### config.mk
export PLATFORM = sky130hd
export DESIGN_NAME = detector_jogada
export DESIGN_NICKNAME = d
export VERILOG_FILES = /design/src/rtl/detector_jogada.sv
export SDC_FILE = /design/constraint.sdc
export NUM_CORES = 1
export LEC_CHECK = 0
export CORE_MARGIN = 5
export CORE_UTILIZATION = 30
export DETAILED_ROUTE_END_ITERATION = 6
export GPL_ROUTABILITY_DRIVEN = 0
export SYNTH_ARGS = -nofsm -noshare
export SYNTH_HDL_FRONTEND = slang
export SYNTH_SLANG_ARGS = --single-unit
### constraint.sdc
create_clock -name clock -period 2 [get_ports clock]
set_clock_uncertainty 0.1 [all_clocks]
set_input_delay 0.3 -clock clock [delete_from_list [all_inputs] [get_ports clock]]
set_output_delay 0.3 -clock clock [all_outputs]
set_load 0.005 [all_outputs]
### src/rtl/detector_jogada.sv
// Button conditioner: debounces the four player buttons, latches the accepted play,
// pulses once per press, flags multi-button plays and runs the per-play timeout.
module detector_jogada #(
   parameter int unsigned DEBOUNCE_CYCLES = 10,
   parameter int unsigned TIMEOUT_CYCLES  = 5000
) (
   input  logic       clock,
   input  logic       reset,
   input  logic       habilita,
   input  logic       zera_timeout,
   input  logic [3:0] botoes,
   output logic [3:0] jogada,
   output logic       jogada_feita,
   output logic       tem_jogada,
   output logic       multipla,
   output logic       timeout,
   output logic [1:0] db_estado
);

   localparam int unsigned CW = (DEBOUNCE_CYCLES > 1) ? $clog2(DEBOUNCE_CYCLES) : 1;
   localparam int unsigned TW = (TIMEOUT_CYCLES > 1) ? $clog2(TIMEOUT_CYCLES) : 1;
   localparam logic [CW-1:0] CNT_LAST  = CW'(DEBOUNCE_CYCLES - 1);
   localparam logic [TW-1:0] TCNT_LAST = TW'(TIMEOUT_CYCLES - 1);

   typedef enum logic [1:0] {
      OCIOSO       = 2'd0,
      FILTRA_PRESS = 2'd1,
      PRESSIONADO  = 2'd2,
      FILTRA_SOLTA = 2'd3
   } estado_t;

   estado_t       state_q, state_d;
   logic [3:0]    cand_q, cand_d;
   logic [CW-1:0] cnt_q, cnt_d;
   logic [TW-1:0] tcnt_q, tcnt_d;
   logic [3:0]    jogada_q, jogada_d;
   logic          multipla_q, multipla_d;
   logic          jogada_feita_q, jogada_feita_d;
   logic          tem_jogada_q, tem_jogada_d;
   logic          timeout_q, timeout_d;

   // Debounce FSM: a level must be seen DEBOUNCE_CYCLES times in a row to be accepted
   always_comb begin
      state_d        = state_q;
      cand_d         = cand_q;
      cnt_d          = cnt_q;
      jogada_d       = jogada_q;
      multipla_d     = multipla_q;
      jogada_feita_d = 1'b0;
      case (state_q)
         OCIOSO: begin
            if (habilita && (botoes != 4'b0000)) begin
               state_d = FILTRA_PRESS;
               cand_d  = botoes;
               cnt_d   = '0;
            end
         end
         FILTRA_PRESS: begin
            if (!habilita || (botoes == 4'b0000)) begin
               state_d = OCIOSO;
            end else if (botoes != cand_q) begin
               cand_d = botoes;
               cnt_d  = '0;
            end else if (cnt_q == CNT_LAST) begin
               state_d        = PRESSIONADO;
               jogada_d       = cand_q;
               multipla_d     = ($countones(cand_q) > 1);
               jogada_feita_d = 1'b1;
            end else begin
               cnt_d = cnt_q + CW'(1);
            end
         end
         PRESSIONADO: begin
            if (botoes == 4'b0000) begin
               state_d = FILTRA_SOLTA;
               cnt_d   = '0;
            end
         end
         FILTRA_SOLTA: begin
            // A bounce during release returns to the held state without a new pulse
            if (botoes != 4'b0000) begin
               state_d = PRESSIONADO;
            end else if (cnt_q == CNT_LAST) begin
               state_d = OCIOSO;
            end else begin
               cnt_d = cnt_q + CW'(1);
            end
         end
         default: state_d = OCIOSO;
      endcase
      tem_jogada_d = (state_d == PRESSIONADO) || (state_d == FILTRA_SOLTA);
   end

   // Timeout counter: clear wins, an accepted play restarts, counts only while waiting
   always_comb begin
      tcnt_d    = tcnt_q;
      timeout_d = timeout_q;
      if (zera_timeout) begin
         tcnt_d    = '0;
         timeout_d = 1'b0;
      end else if (jogada_feita_q) begin
         tcnt_d = '0;
      end else if (habilita && ((state_q == OCIOSO) || (state_q == FILTRA_PRESS))) begin
         if (tcnt_q == TCNT_LAST) begin
            timeout_d = 1'b1;
         end else begin
            tcnt_d = tcnt_q + TW'(1);
         end
      end
   end

   always_ff @(posedge clock or negedge reset) begin
      if (!reset) begin
         state_q        <= OCIOSO;
         cand_q         <= '0;
         cnt_q          <= '0;
         tcnt_q         <= '0;
         jogada_q       <= '0;
         multipla_q     <= 1'b0;
         jogada_feita_q <= 1'b0;
         tem_jogada_q   <= 1'b0;
         timeout_q      <= 1'b0;
      end else begin
         state_q        <= state_d;
         cand_q         <= cand_d;
         cnt_q          <= cnt_d;
         tcnt_q         <= tcnt_d;
         jogada_q       <= jogada_d;
         multipla_q     <= multipla_d;
         jogada_feita_q <= jogada_feita_d;
         tem_jogada_q   <= tem_jogada_d;
         timeout_q      <= timeout_d;
      end
   end

   assign jogada       = jogada_q;
   assign jogada_feita = jogada_feita_q;
   assign tem_jogada   = tem_jogada_q;
   assign multipla     = multipla_q;
   assign timeout      = timeout_q;
   assign db_estado    = state_q;

endmodule

# [Yosys cells after proc, flatten, opt, wreduce, memory -nomap -nowiden]
# Index checks and enable logic that the tools add are counted.
[word_totals] out_inout_bits=10 elab_cells=81 inputBits=8 regBits=31
[classes] reduce_logical=18 eq_ne=15 n_mux=31 magnitude_cmp=1 n_bitwise=2 add_sub_neg=5
[op_table] cell="$mux W13" count=4
[op_table] cell="$mux W4" count=9
[op_table] cell="$pmux W4 S4" count=1
[op_table] cell="$mux W2" count=7
[op_table] cell="$add A13 B1 Y13 const B" count=1
[op_table] cell="$eq A13 B13 Y1 const B" count=1
[op_table] cell="$ne A2 B2 Y1 const B" count=6
[op_table] cell="$reduce_and A4 Y1" count=3
[op_table] cell="$eq A2 B2 Y1 const B" count=4
[op_table] cell="$mux W1" count=8
[op_table] cell="$pmux W2 S4" count=1
[op_table] cell="$pmux W4 S2" count=1
[op_table] cell="$reduce_bool A2 Y1" count=3
[op_table] cell="$add A1 B1 Y2" count=2
[op_table] cell="$add A4 B1 Y4 const B" count=1
[op_table] cell="$eq A4 B4 Y1 const B" count=1
[op_table] cell="$logic_not A4 Y1" count=1
[op_table] cell="$ne A4 B4 Y1" count=1
[op_table] cell="$reduce_bool A4 Y1" count=1
[op_table] cell="$add A2 B2 Y3" count=1
[op_table] cell="$gt A3 B1 Y1 const B" count=1
[op_table] cell="$logic_or A1 B1 Y1" count=3
[op_table] cell="$ne A3 B3 Y1 const B" count=1
[op_table] cell="$reduce_and A3 Y1" count=1
[op_table] cell="other kinds (7)" count=9

# [Depth between registers and ports, before layout]
# Gate-level depths: netlist of run 1.
[depth] word_depth=7 ltp_mapped=6 ltp_nobuf=6

# [Worst setup path after synthesis of run 1]
# No wires, ideal clock.
[synth_path] kind="register -> register" startpoint="register tcnt_q[0]" endpoint="register tcnt_q[12]" t_required_ns=1.822 n_path_buf=0 path_slack_ns=0.180 setup_ns=0.078 stages_incl_launch_ff=6 period_less_slack_ns=1.820 arrival_time_ns=1.642 cell_sequence="dfrtp_1 > ha_1 > inv_1 > or3_4 > or4_1 > a21oi_1"
[synth_between] elab_chain_cells=5 elab_cells_between_ends=8 cone_classes="add/sub: 1; eq/ne: 2; mux: 4; reduce/logical: 1"
[synth_lines] item="start: declaration" line_no="35" source="logic [TW-1:0] tcnt_q, tcnt_d;"
[synth_lines] item="start signal: assignment" line_no="127" source="tcnt_q <= tcnt_d;"
[synth_lines] item="$add A13 B1 Y13" line_no="107" source="tcnt_d = tcnt_q + TW'(1);"
[synth_lines] item="$mux W13" line_no="104" source="if (tcnt_q == TCNT_LAST) begin"
[synth_lines] item="$mux W13" line_no="103" source="end else if (habilita && ((state_q == OCIOSO) || (state_q == FILTRA_PRESS))) begin"
[synth_lines] item="$mux W13" line_no="101" source="end else if (jogada_feita_q) begin"
[synth_lines] item="$mux W13" line_no="98" source="if (zera_timeout) begin"
# Parallel ways exist; a longest one is shown, timed or not. The select of a mux whose other input is x is not followed.
# A chain may end at the register's enable or synchronous reset.

# [Worst setup path after layout of run 1]
[layout_path] startpoint="input botoes[0]" endpoint="register cnt_q[1]"
[layout_between] elab_chain_cells=4 elab_cells_between_ends=13 cone_classes="eq/ne: 5; mux: 3; reduce/logical: 5"
[layout_lines] item="start: declaration" line_no="11" source="input logic [3:0] botoes,"
[layout_lines] item="$ne A4 B4 Y1, or another cell as far along" line_no="61" source="end else if (botoes != cand_q) begin"
[layout_lines] item="$mux W4, or another cell as far along" line_no="61"
[layout_lines] item="$mux W4 or $ne A2 B2 Y1 (tied branches)"
[layout_lines] item="$pmux W4 S4 or $reduce_and A4 Y1 (tied branches)"
[layout_lines] item="end signal: assignment" line_no="126" source="cnt_q <= cnt_d;"
[layout_lines] item="end: declaration" line_no="34" source="logic [CW-1:0] cnt_q, cnt_d;"
# Parallel ways exist; a longest one is shown, timed or not. The select of a mux whose other input is x is not followed.

==> impl_metrics.ini, run 1 <==
[worst_setup_path]
critPathCaptureType = flop
worst_ep_required_time_ns = 2.10
crit_path_top_delay_cell = or4_4
cp_top_family = simple AND/OR/NAND/NOR gates
ff2ff_path_depth = 4
r2r-start = tcnt_q[10]
worstPathArrival_ns = 2.04
crit_path_cell_trace = clkdlybuf4s50_1 > or4_4 > mux2i_4 > nand4b_1 > buf_4 > o22ai_1
path_buf_inv = 2
maximum_fanout_along_the_worst_path = 5
critical-path-max-stage-delay_ns = 0.56
setup.worst_path.class = input pin to flop
r2r_setup_slack_ns = 0.11
crit_path_start_kind = input pin
r2r_end = tcnt_q[0]

[yosys]
synth_compound_area_share_pct = 10.49
synth_fa_ha_area_share_pct = 3.628
netlist_instances = 155
async_flop_share_pct = 100.0
syn-cell-area_sq_mm = 0.001587
yosys_register_bits = 30
post_synthesis_share_of_cell_area_spent_on_and_or_nand_and_nor_gates_pct = 23.90
ys_dominant_reg_cell = dfrtp_1
synth_area_leaders = dfrtp_1 (47%), mux2_2 (3.5%), inv_1 (3.3%), nand2_1 (3.1%), o21ai_0 (2.8%)
postSynthNetCount = 167
yosysWarningCount = 0
synth.yosys.seq_area_share_pct = 47.32
per_instance_average_area_after_synthesis_sq_um = 10.24
number_of_distinct_standard_cells_referenced_by_the_synthesized_netlist = 42
synth_top_area_share_pct = 47.32
synth-xor-area-share_pct = 5.521
largest_family_of_logic_cells_by_synthesized_area = simple AND/OR/NAND/NOR gates
synth_top_cell_by_area = dfrtp_1
synth_mux_area_share_pct = 4.811
synth-edff-count = 0

[clock_tree]
clock_tree.root_cell = clkbuf_8
clock-sinks = 30
cts-buffers-inserted = 5
tritoncts = yes
htreeDepth = 2
cts.hold.buffers_added = 0
cts.path.max_buffers = 2
clock_pin_slew_reported_for_the_worst_setup_and_hold_paths_after_clock_tree_synthesis_ns = 0.06
insertion_delay_ns = 0.28

[worst_hold_path]
worstHoldPathCells = 3
min_path_type = input pin to flop
worstHoldStart = botoes[2]
worst_hold_path.endpoint = cand_q[2]

[cells_and_area]
num_antenna_cells = 0
ratio_of_cells_with_drive_above_1_in_the_final_layout_pct = 25.74
post_layout_nonfiller_instances = 272
nets = 214
area.growth.synth_to_final_pct = 34.54
finalCoreUtilization_pct = 41.79

[pwr]
leakage_uw = 0.0009832
total_power_divided_by_cell_area_mw_per_mm2 = 580.2
power_uw = 1238
worst_ir_drop_vdd_mv = 0.3384

[floorplan]
die_height_um = 82.72
ioPinCount = 18
initial_utilization_pct = 31.06
num_rows = 26
core_area_sq_mm = 0.005107
die_w_um = 82.72
dieArea_sq_mm = 0.006843

[placed_design]
io_buffer_count = 17
dp_hpwl_mm = 2.561
placed_cells = 263

[sta]
fin_hold_ws_ns = 0.2270
achievable-frequency_mhz = 515.8
timing.final.max_slew_violations = 0
finalCriticalPeriod_ns = 1.939
tightest_slew_ns = 0.3954
tns_ns = 0
timing.final.setup_violations = 0
min_period_over_period_pct = 96.94
finalHoldViolations = 0
slew_headroom_pct = 73.64

[global_routing]
grt-ovfl-total = 0
grt_max_degree = 31
globalRouteTotalUtil_pct = 11.81
vias_in_the_first_global_route = 1345
grt_first_pass_wirelength_mm = 6.030
number_of_antenna_violations_at_the_first_check_in_global_routing = 0

[detailed_routing]
detail-route-antenna-nets = 0
drt-wirelength-per-cell_um = 12.60
post_drt_via_cell_ratio = 4.776
dr_vias = 1299
detail_route.drc_violations = 0
initialDrtViolationCount = 55
drt-pass1-iter-count = 4
routed_wirelength_mm = 3.427

[flow_run]
max_cap_violations = 0

[outcome]
status = complete, no violations
-- cells in the mapped netlist (all sizes together), types with 2 or more instances --
cell,n
or3,6
o22ai,2
ha,3
nand3,4
mux2i,2
xnor2,5
o21ai,9
o31ai,3
or2,2
nor4,6
nand4b,4
nor3,2
nor2,11
a21oi,8
inv,14
xor2,5
nand4,3
buf,2
nand2,13
or4,3
dfrtp,30
mux2,5
-- layout by cell type (no fill, tap or decap), types with 2 or more instances in the layout --
cell,n
a21oi_1,8
buf_4,26
clkbuf_8,5
clkdlybuf4s50_1,15
clkinv_2,2
dfrtp_1,30
dlymetal6s2s_1,2
ha_1,3
inv_1,14
mux2_2,5
nand2_1,13
nand3_1,3
nand4_1,3
nand4b_1,3
nor2_1,11
nor3_1,2
nor4_1,5
o21ai_0,9
o22ai_1,2
o31ai_1,3
or2_2,2
or3_1,4
or3_4,2
xnor2_1,5
xor2_1,5
-- worst min-delay path: stages --
cell            delay, ns
dlymetal6s2s_1       0.14
nand2_1              0.06
o21ai_0              0.06
-- metal layers --
layer	wire [um]	track usage [%]	vias up
met3	161	4.989	7
li1	-	-	645
met2	1667	19.55	20
met4	46	3.431	0
met5	0	0	-
met1	1552	13.93	627
-- logic make-up (layout without fill, tap and decap cells) --
| group | count (synthesis) | after routing |
|---|---|---|
| flip-flops | 30 | 30 |
| multiplexers | 7 | 7 |
| AO/OA/AOI/OAI | 27 | 27 |
| AND/OR/NAND/NOR | 60 | 60 |
| buffers and inverters | 17 | 64 |
| XOR/XNOR | 10 | 10 |
| adder cells (fa/ha/maj) | 4 | 4 |
-- worst max-delay path by stage --
stage               slack [ns]      start  cells after the start          to
detailed placement       -0.33  botoes[0]                      5    cnt_q[0]
CTS                       0.02  botoes[0]                      5    cnt_q[2]
global route            -0.005  botoes[0]                      6    cnt_q[0]
finish                    0.06  botoes[0]                      6    cnt_q[1]
floorplan                 0.18  tcnt_q[0]                      5  tcnt_q[12]
global placement         -0.26  botoes[0]                      5    cnt_q[0]
-- state kept, by name, summed over array words and instances (netlist names) --
signal / cells
cnt_q: 4
tcnt_q: 13
jogada: 4
db_estado: 2
jogada_feita: 1
cand_q: 4
multipla: 1
timeout: 1
-- stage by stage --
stage | worst slack (ns) | cell area, sq um
floorplan | 0.1797 | 1587
global placement | -0.2583 | 2008
detailed placement | -0.3285 | 2008
CTS | 0.01714 | 2096
global route | -0.004885 | 2135
finish | 0.06123 | 2135
-- repair_timing --
item | 4_1_cts | 5_1_grt
buffers inserted | 0 | 2
pin swaps | 0 | 3
endpoints found under the setup margin | 2 | 7
resized for setup | 2 | 7
-- layout make-up --
type	instances	area [sq um]
timing repair buffer	43	370.4
clock buffer	5	68.82
inverter	14	52.55
fill	523	2973
multi-input combinational	108	794.5
clock inverter	2	10.01
tap	70	87.58
sequential	30	750.7
-- power breakdown --
group          internal (uW)  switching, uW  total (uW)
clock network            233            227         460
logic                   75.2           69.2         144
registers                620           14.4         634
No activity file was read; power rests on OpenSTA's default activity.
==> inputs of run 2 (changes only) <==
--- a/config.mk
+++ b/config.mk
@@ -8,7 +8,6 @@
 export CORE_MARGIN = 5
 export CORE_UTILIZATION = 30
 export DETAILED_ROUTE_END_ITERATION = 6
-export GPL_ROUTABILITY_DRIVEN = 0
 export SYNTH_ARGS = -nofsm -noshare
 export SYNTH_HDL_FRONTEND = slang
 export SYNTH_SLANG_ARGS = --single-unit
==> results of run 2 <==
Final layout, timing and power as in run 1 (identical DEF).
